### src/rtl/sa_tile_seq.sv
// Sequencer for one DIM x DIM systolic matrix-multiply tile: operand row reads, skew/MAC enables, completion.
// Optional busy-cycle counter (perf_cycles/perf_clr) is built when SA_TILE_SEQ_PERF_EN is defined.
module sa_tile_seq #(
  parameter int DIM    = 8,
  parameter int RD_LAT = 1,
  localparam int AW    = (DIM > 1) ? $clog2(DIM) : 1
) (
  input  logic          clk,
  input  logic          rst_n,
  input  logic          start,
  input  logic          abort,
`ifdef SA_TILE_SEQ_PERF_EN
  input  logic          perf_clr,
  output logic [31:0]   perf_cycles,
`endif
  output logic          busy,
  output logic          done,
  output logic          clr_acc,
  output logic          mem_rd_en,
  output logic [AW-1:0] row_addr,
  output logic          fifo_en,
  output logic          zero_in
);

  localparam int CW = $clog2(2 * DIM + RD_LAT);
  localparam logic [CW-1:0] LOAD_LAST  = CW'(DIM - 1);
  localparam logic [CW-1:0] FLUSH_LAST = CW'(2 * DIM - 2);
  localparam logic [CW-1:0] DRAIN_LAST = CW'((RD_LAT > 0) ? RD_LAT - 1 : 0);

  typedef enum logic [2:0] {IDLE, LOAD, FLUSH, DRAIN, DONE} state_e;

  state_e        state_q, state_d;
  logic [CW-1:0] cnt_q, cnt_d;
  logic          live_fen, live_zin;

  always_ff @(posedge clk or negedge rst_n) begin
    if (!rst_n) begin
      state_q <= IDLE;
      cnt_q   <= '0;
    end else begin
      state_q <= state_d;
      cnt_q   <= cnt_d;
    end
  end

  // The counter restarts from zero on every state entry and counts up to that state's last cycle.
  always_comb begin
    state_d = state_q;
    cnt_d   = cnt_q;
    case (state_q)
      IDLE: begin
        if (start && !abort) begin
          state_d = LOAD;
          cnt_d   = '0;
        end
      end
      LOAD: begin
        if (cnt_q == LOAD_LAST) begin
          state_d = FLUSH;
          cnt_d   = '0;
        end else begin
          cnt_d = cnt_q + 1'b1;
        end
      end
      FLUSH: begin
        if (cnt_q == FLUSH_LAST) begin
          state_d = (RD_LAT > 0) ? DRAIN : DONE;
          cnt_d   = '0;
        end else begin
          cnt_d = cnt_q + 1'b1;
        end
      end
      DRAIN: begin
        if (cnt_q == DRAIN_LAST) begin
          state_d = DONE;
          cnt_d   = '0;
        end else begin
          cnt_d = cnt_q + 1'b1;
        end
      end
      DONE: begin
        state_d = IDLE;
        cnt_d   = '0;
      end
      default: begin
        state_d = IDLE;
        cnt_d   = '0;
      end
    endcase
    if (abort && state_q != IDLE) begin
      state_d = IDLE;
      cnt_d   = '0;
    end
  end

  assign busy      = (state_q != IDLE);
  assign done      = (state_q == DONE);
  assign mem_rd_en = (state_q == LOAD);
  assign clr_acc   = (state_q == LOAD) && (cnt_q == '0);
  assign row_addr  = (state_q == LOAD) ? cnt_q[AW-1:0] : '0;
  assign live_fen  = (state_q == LOAD) || (state_q == FLUSH);
  assign live_zin  = (state_q == FLUSH);

  // Datapath controls lag the state by the memory read latency so they line up with returning rows.
  if (RD_LAT == 0) begin : g_nodly
    assign fifo_en = live_fen;
    assign zero_in = live_zin;
  end else begin : g_dly
    logic [RD_LAT-1:0] fen_q, fen_d, zin_q, zin_d;

    always_comb begin
      fen_d = RD_LAT'({fen_q, live_fen});
      zin_d = RD_LAT'({zin_q, live_zin});
      if (abort && state_q != IDLE) begin
        fen_d = '0;
        zin_d = '0;
      end
    end

    always_ff @(posedge clk or negedge rst_n) begin
      if (!rst_n) begin
        fen_q <= '0;
        zin_q <= '0;
      end else begin
        fen_q <= fen_d;
        zin_q <= zin_d;
      end
    end

    assign fifo_en = fen_q[RD_LAT-1];
    assign zero_in = zin_q[RD_LAT-1];
  end

`ifdef SA_TILE_SEQ_PERF_EN
  logic [31:0] perf_q, perf_d;

  always_comb begin
    perf_d = perf_q;
    if (perf_clr) begin
      perf_d = '0;
    end else if (busy && perf_q != 32'hFFFF_FFFF) begin
      perf_d = perf_q + 32'd1;
    end
  end

  always_ff @(posedge clk or negedge rst_n) begin
    if (!rst_n) begin
      perf_q <= '0;
    end else begin
      perf_q <= perf_d;
    end
  end

  assign perf_cycles = perf_q;
`endif

endmodule

### config.mk
export PLATFORM = sky130hd
export DESIGN_NAME = sa_tile_seq
export DESIGN_NICKNAME = d
export VERILOG_FILES = /design/src/rtl/sa_tile_seq.sv
export SDC_FILE = /design/constraint.sdc
export NUM_CORES = 1
export LEC_CHECK = 0
export BUFFER_PORTS_ARGS = -buffer_cell sky130_fd_sc_hd__buf_4
export CORE_UTILIZATION = 46
export CTS_BUF_LIST = sky130_fd_sc_hd__clkbuf_8 sky130_fd_sc_hd__clkbuf_16
export CTS_CLUSTER_SIZE = 24
export DETAILED_ROUTE_END_ITERATION = 12
export MAX_ROUTING_LAYER = met4
export PLACE_DENSITY = 0.73
export SYNTH_ARGS = -nofsm -noshare
export SYNTH_HDL_FRONTEND = slang
export SYNTH_SLANG_ARGS = --single-unit
### constraint.sdc
create_clock -name clk -period 1.8 [get_ports clk]
set_clock_uncertainty 0.2 [all_clocks]
set_input_delay 0.36 -clock clk [delete_from_list [all_inputs] [get_ports clk]]
set_output_delay 0.36 -clock clk [all_outputs]
set_load 0.01 [all_outputs]
==> impl_metrics.env, run 1 <==
export IMPL_status="finished, violations left"
export IMPL_failed_checks="setup timing"
export IMPL_pin_count=13
export IMPL_yosys_most_used_dff="dfrtp_1"
export IMPL_clock_sinks=10
export IMPL_syn_num_nets=78
export IMPL_yosysTopAreaCell="dfrtp_1"
export IMPL_worst_pin_slew_ps=393.0
export IMPL_ys_ff_latch=10
export IMPL_synth_seq_area_share_pct=40.16
export IMPL_drt_initial_drc_count=33
export IMPL_yosys_top_cells_count="dfrtp_1, inv_1, nand2_1, nor2_1"
export IMPL_setup_slack_ps=-326.8
export IMPL_syn_area_um2=623.1
export IMPL_p_leak_nw=0.4543
export IMPL_synth_edf_count=0
export IMPL_grt_usage_pct=30.51
export IMPL_synthCells=71
export IMPL_synth_most_common_cell="dfrtp_1"
export IMPL_worst_path_max_fanout=2
export IMPL_max_freq_mhz=470.2
export IMPL_synthToLayoutAreaGrowth_pct=61.85
export IMPL_whs_ps=284.0
export IMPL_grt_pass1_vias=628
export IMPL_drcViolationCount=0
export IMPL_vdd_drop_max_uv=543.8
export IMPL_clock_latency_ps=240
export IMPL_cts_htree_levels=1
export IMPL_rsz0062_at_grt="yes"
export IMPL_yosysWarningCount=0
export IMPL_floorplan_die_area_um2=1506
export IMPL_antenna_cells=0
export IMPL_fin_tns_setup_ps=-644.7
export IMPL_routed_via_density=6.017
export IMPL_ys_types=26
export IMPL_worstSetupPathType="flip-flop to output pin"
export IMPL_grt_max_degree=11
export IMPL_finalWirelength_um=1960
export IMPL_p_per_area_nw_per_um2=711.0
export IMPL_async_flop_share_pct=100.0
export IMPL_clkTransAtPathRegs_ps=50
export IMPL_io_buffers=12
export IMPL_coreArea_um2=1186
export IMPL_yosys_top_cells_area="dfrtp_1, ha_1, a2111oi_4, a21oi_1, nor3_1"
export IMPL_synth_top_cell_area_share_pct=40.16
export IMPL_hp_class="primary input to asynchronous set/reset pin"
export IMPL_die_y_um=38.81
export IMPL_max_cap_viol_count=0
export IMPL_nets=110
export IMPL_startpoint_type="flip-flop"
export IMPL_worstPathRequired_ps=1240
export IMPL_maxSlewHeadroom_pct=73.70
export IMPL_cts_tree="built"
export IMPL_hold_violations=0
export IMPL_antenna_left=0
export IMPL_cts_buffer_depth=2
export IMPL_dr_pass1_iters=4
export IMPL_antenna_found_initial=0
export IMPL_start_util_pct=52.53
export IMPL_grt_pass1_wl_um=2801
export IMPL_cts_root_buf="clkbuf_8"
export IMPL_num_vias=698
export IMPL_die_w_um=38.81
export IMPL_overflow=0
export IMPL_drive_above_1_share_pct=52.94
export IMPL_wl_per_cell_um=16.90
export IMPL_final_max_slew_violation_count=0
export IMPL_finalCritPeriodShare_pct=118.2
export IMPL_crit_path_end_kind="output pin"
export IMPL_period_minus_slack_ps=2127
export IMPL_r2r_start="cnt_q[0]"
export IMPL_gp_congestion=0.8517
export IMPL_cp_startpoint="cnt_q[0]"
export IMPL_finalSetupViolCount=4
export IMPL_arrival_ps=1570
export IMPL_synth_avg_cell_area_um2=8.776
export IMPL_numCtsBuffers=3
export IMPL_num_rows=12
area by class of cell:
cell class,count,area [µm²]
inverter,6,22.52
tap,14,17.52
multi-input combinational,51,414.1
fill,65,177.7
timing repair buffer,31,246.5
clock buffer,4,55.05
sequential,10,252.7
logic make-up after synthesis:
logic type	synth area share, %
AOI/OAI and AO/OA	17.07
xor gates and xnor gates	2.812
adders and majority gates	6.025
buffers and inverters	6.426
DFF	40.16
and+or+nand+nor	27.51
path summary, 6_finish.rpt:
kind / slack [ps] / cells after the start / to
max: -330 / 5 / clr_acc
min: 280 / 2 / state_q[0]
min in group clk: 320 / 3 / state_q[2]
max in group asynchronous: 960 / 2 / state_q[1]
min reg2reg: 390 / 2 / cnt_q[0]
max reg2reg: -280 / 8 / cnt_q[2]
flip-flops by register name (all words and copies together) (netlist names):
name,cells
state_q,3
fifo_en,1
cnt_q,5
zero_in,1
metal layers:
layer	GRT usage [%]	vias up	wire length [µm]
met4	15.52	0	68
met5	-	-	0
met2	49.58	39	949
met3	10.98	10	166
li1	-	308	-
met1	32.48	341	775
worst max-delay path, cell delays in order (launching register included):
cell and delay, ps:
dfrtp_1 380, inv_2 80, ha_4 130, or4b_4 460, nor3_2 130, buf_4 140
metrics by stage:
| step | util, % | power, mW | setup slack [ps] | cells | cell area, µm² |
|---|---|---|---|---|---|
| after floorplan | - | 0.3075 | -20.91 | 71 | 631.9 |
| after global placement | 68.46 | 0.3675 | -44.11 | 105 | 812.0 |
| after detailed placement | 68.46 | 0.3720 | -110.6 | 105 | 812.0 |
| after CTS | 78.69 | 0.6903 | -325.6 | 113 | 933.4 |
| after global routing | 85.02 | 0.7505 | -386.8 | 116 | 1008 |
| final | 85.02 | 0.7170 | -326.8 | 116 | 1008 |
cells in the final DEF, fill, tap and decap left out, types with 2 or more instances in the layout:
cell      instances
nor3_1            2
ha_2              2
nor2_1            6
inv_1             4
nand3_1           4
inv_2             2
buf_6             3
buf_4            27
nor3_2            3
clkbuf_8          4
o21ai_0           2
dfrtp_2           2
o21ai_2           2
nand3b_1          2
a21oi_2           2
nand4b_1          2
a21oi_1           3
nand2_1           6
dfrtp_1           8
timing repair:
item                                    CTS  global route
buffers inserted                          3             4
endpoints found under the setup margin    9            10
gates resized for setup                  10            13
pin swaps                                 5             8
hold endpoints to repair                 10             0
hold buffers                              1             0
power breakdown:
group | switching [mW] | internal (mW) | leakage, nW
clock network | 0.0955 | 0.193 | 0.0288
logic | 0.0902 | 0.0971 | 0.292
registers | 0.00647 | 0.235 | 0.133
Power figures use the tool's default switching activity.
==> inputs of run 2 (changes only) <==
--- a/config.mk
+++ b/config.mk
@@ -6,12 +6,14 @@
 export NUM_CORES = 1
 export LEC_CHECK = 0
 export BUFFER_PORTS_ARGS = -buffer_cell sky130_fd_sc_hd__buf_4
+export CAP_MARGIN = 0
 export CORE_UTILIZATION = 46
 export CTS_BUF_LIST = sky130_fd_sc_hd__clkbuf_8 sky130_fd_sc_hd__clkbuf_16
 export CTS_CLUSTER_SIZE = 24
 export DETAILED_ROUTE_END_ITERATION = 12
 export MAX_ROUTING_LAYER = met4
 export PLACE_DENSITY = 0.73
+export RECOVER_POWER = 25
 export SYNTH_ARGS = -nofsm -noshare
 export SYNTH_HDL_FRONTEND = slang
 export SYNTH_SLANG_ARGS = --single-unit
==> run 2 against run 1 <==
The flow still finishes with violations (setup timing); register-to-register slack barely moved; routed wire length shrank 0.15%; critical path depth did not move; design area shrank 0.37%; combinational power about the same; die area stayed put.
==> impl_metrics.env, run 2 (synthesis results as in run 1) <==
export IMPL_die_w_um=38.81
export IMPL_nFillCells=65
export IMPL_finalCritPeriodShare_pct=118.1
export IMPL_swShare_pct=26.83
export IMPL_routed_via_density=5.991
export IMPL_crit_chain="inv_2, ha_4, or4b_4, nor3_2, buf_4"
export IMPL_arrival_ps=1570
export IMPL_crit_end="clr_acc"
export IMPL_power_frac_comb_pct=26.0
export IMPL_hp_class="primary input to flip-flop"
export IMPL_startpoint_type="flip-flop"
export IMPL_clock_latency_ps=240
export IMPL_finalWirelength_um=1957
export IMPL_drcViolationCount=0
export IMPL_num_rows=12
export IMPL_r2r_end="cnt_q[2]"
export IMPL_period_minus_slack_ps=2126
export IMPL_finalSetupViolCount=4
export IMPL_switching_power_mw=0.1920
export IMPL_antenna_found_initial=0
export IMPL_largest_register_ff_count=5
export IMPL_pwr_share_clk_pct=40.3
export IMPL_maxSlewHeadroom_pct=61.16
export IMPL_slowest_stage="or4b_4"
export IMPL_postPlaceCellArea_um2=812.0
export IMPL_drt_initial_drc_count=24
export IMPL_wl_per_cell_um=16.87
export IMPL_postLayoutCoreUtil_pct=84.70
export IMPL_failed_checks="setup timing"
export IMPL_start_util_pct=52.53
export IMPL_nets=110
export IMPL_largestRegisters="cnt_q x5, state_q x3"
export IMPL_p_int_mw=0.5238
export IMPL_p_per_area_nw_per_um2=712.5
export IMPL_cts_tree="built"
export IMPL_pin_count=13
export IMPL_gp_congestion=0.8517
export IMPL_worstSetupPathType="flip-flop to output pin"
export IMPL_drive_above_1_share_pct=51.96
export IMPL_cts_root_buf="clkbuf_8"
export IMPL_r2r_cells=8
export IMPL_design_area_um2=1005
export IMPL_antenna_left=0
export IMPL_place_ws_ps=-110.6
export IMPL_worstPathRequired_ps=1240
export IMPL_p_leak_nw=0.4507
export IMPL_clkTransAtPathRegs_ps=50
export IMPL_total_power_mw=0.7158
export IMPL_worst_pin_slew_ps=582.7
export IMPL_largest_register="cnt_q"
export IMPL_coreArea_um2=1186
export IMPL_vdd_drop_max_uv=544.0
export IMPL_cp_startpoint="cnt_q[0]"
export IMPL_cts_htree_levels=1
export IMPL_final_max_slew_violation_count=0
export IMPL_grt_max_degree=11
export IMPL_worst_path_max_fanout=2
export IMPL_floorplan_die_area_um2=1506
export IMPL_dr_pass1_iters=4
export IMPL_hold_violations=0
export IMPL_grt_pass1_wl_um=2801
export IMPL_overflow=0
export IMPL_numCtsBuffers=3
export IMPL_status="finished, violations left"
export IMPL_clock_sinks=10
export IMPL_max_freq_mhz=470.3
export IMPL_crit_path_end_kind="output pin"
export IMPL_slowest_delay_ps=460
export IMPL_num_vias=695
export IMPL_synthToLayoutAreaGrowth_pct=61.24
export IMPL_layout_commonest_cell="buf_4"
export IMPL_setup_slack_ps=-326.3
export IMPL_grt_pass1_vias=628
export IMPL_rsz0062_at_grt="yes"
export IMPL_layout_common_cells="buf_4, dfrtp_1, nor2_1, nand2_1"
export IMPL_antenna_cells=0
export IMPL_grt_usage_pct=30.51
export IMPL_cts_buffer_depth=2
export IMPL_max_cap_viol_count=0
export IMPL_io_buffers=12
export IMPL_die_y_um=38.81
export IMPL_r2r_start="cnt_q[0]"
export IMPL_pwr_share_seq_pct=33.7
export IMPL_rrSetupSlack_ps=-280
==> run 2: changes by cell type in the layout (fill, tap and decap cells not counted) <==
cell and delta:
clkbuf_1 +1, buf_4 -1
==> run 2: cell type report <==
cell class	instances	area (µm²)	area share, %
repair buffers	31	242.7	24.16
well taps	14	17.52	1.743
flip-flops and latches	10	252.7	25.16
clock buffers	4	55.05	5.479
multi-input cells	51	414.1	41.22
inverters	6	22.52	2.242
==> run 2: what timing repair did <==
item | CTS | global route
endpoints found under the hold margin | 10 | 0
resized for setup | 10 | 13
pin swaps | 5 | 8
hold buffers | 1 | 0
buffers inserted | 3 | 4
cloned | 0 | 0
endpoints found under the setup margin | 9 | 10
==> run 2: per-layer routing <==
metal / GRT usage [%] / part of all wire, % / wire [µm] / up-vias
li1: - / - / - / 308
met1: 32.48 / 39 / 769 / 338
met2: 49.58 / 49 / 951 / 41
met3: 10.98 / 8.8 / 172 / 8
met4: 15.52 / 3.3 / 64 / 0
met5: - / 0 / 0 / -
==> run 2: power groups by stage <==
stage / combinational [mW] / clock [mW] / sequential [mW]
6_report: 0.186 / 0.289 / 0.241
5_1_grt: 0.202 / 0.305 / 0.242
4_1_cts: 0.158 / 0.291 / 0.241
3_5_place_dp: 0.125 / 0 / 0.247
3_3_place_gp: 0.122 / 0 / 0.246
2_1_floorplan: 0.0610 / 0 / 0.247
==> run 2: worst min-delay path by stage <==
stage,start,endpoint,cells after the start
after floorplan,rst_n,cnt_q[0],0
after global placement,rst_n,cnt_q[2],1
after detailed placement,rst_n,cnt_q[0],1
after CTS,abort,state_q[2],3
after global routing,abort,state_q[2],3
final,abort,state_q[2],3
==> run 2: stage by stage <==
step / setup TNS (ps) / hold WS, ps / std cells
floorplan: -30.18 / -135.6 / 71
global placement: -44.11 / -1.739 / 105
detailed placement: -189.9 / -0.3824 / 105
CTS: -431.6 / 281.4 / 113
global route: -958.2 / 337.4 / 116
finish: -639.4 / 317.1 / 116
==> run 2: worst max-delay path: cells and delay by family (launching register included) <==
family / cells / cell delay, ps
fa+ha+maj: 1 / 130
simple gates: 2 / 590
flops: 1 / 380
buf+inv: 2 / 220
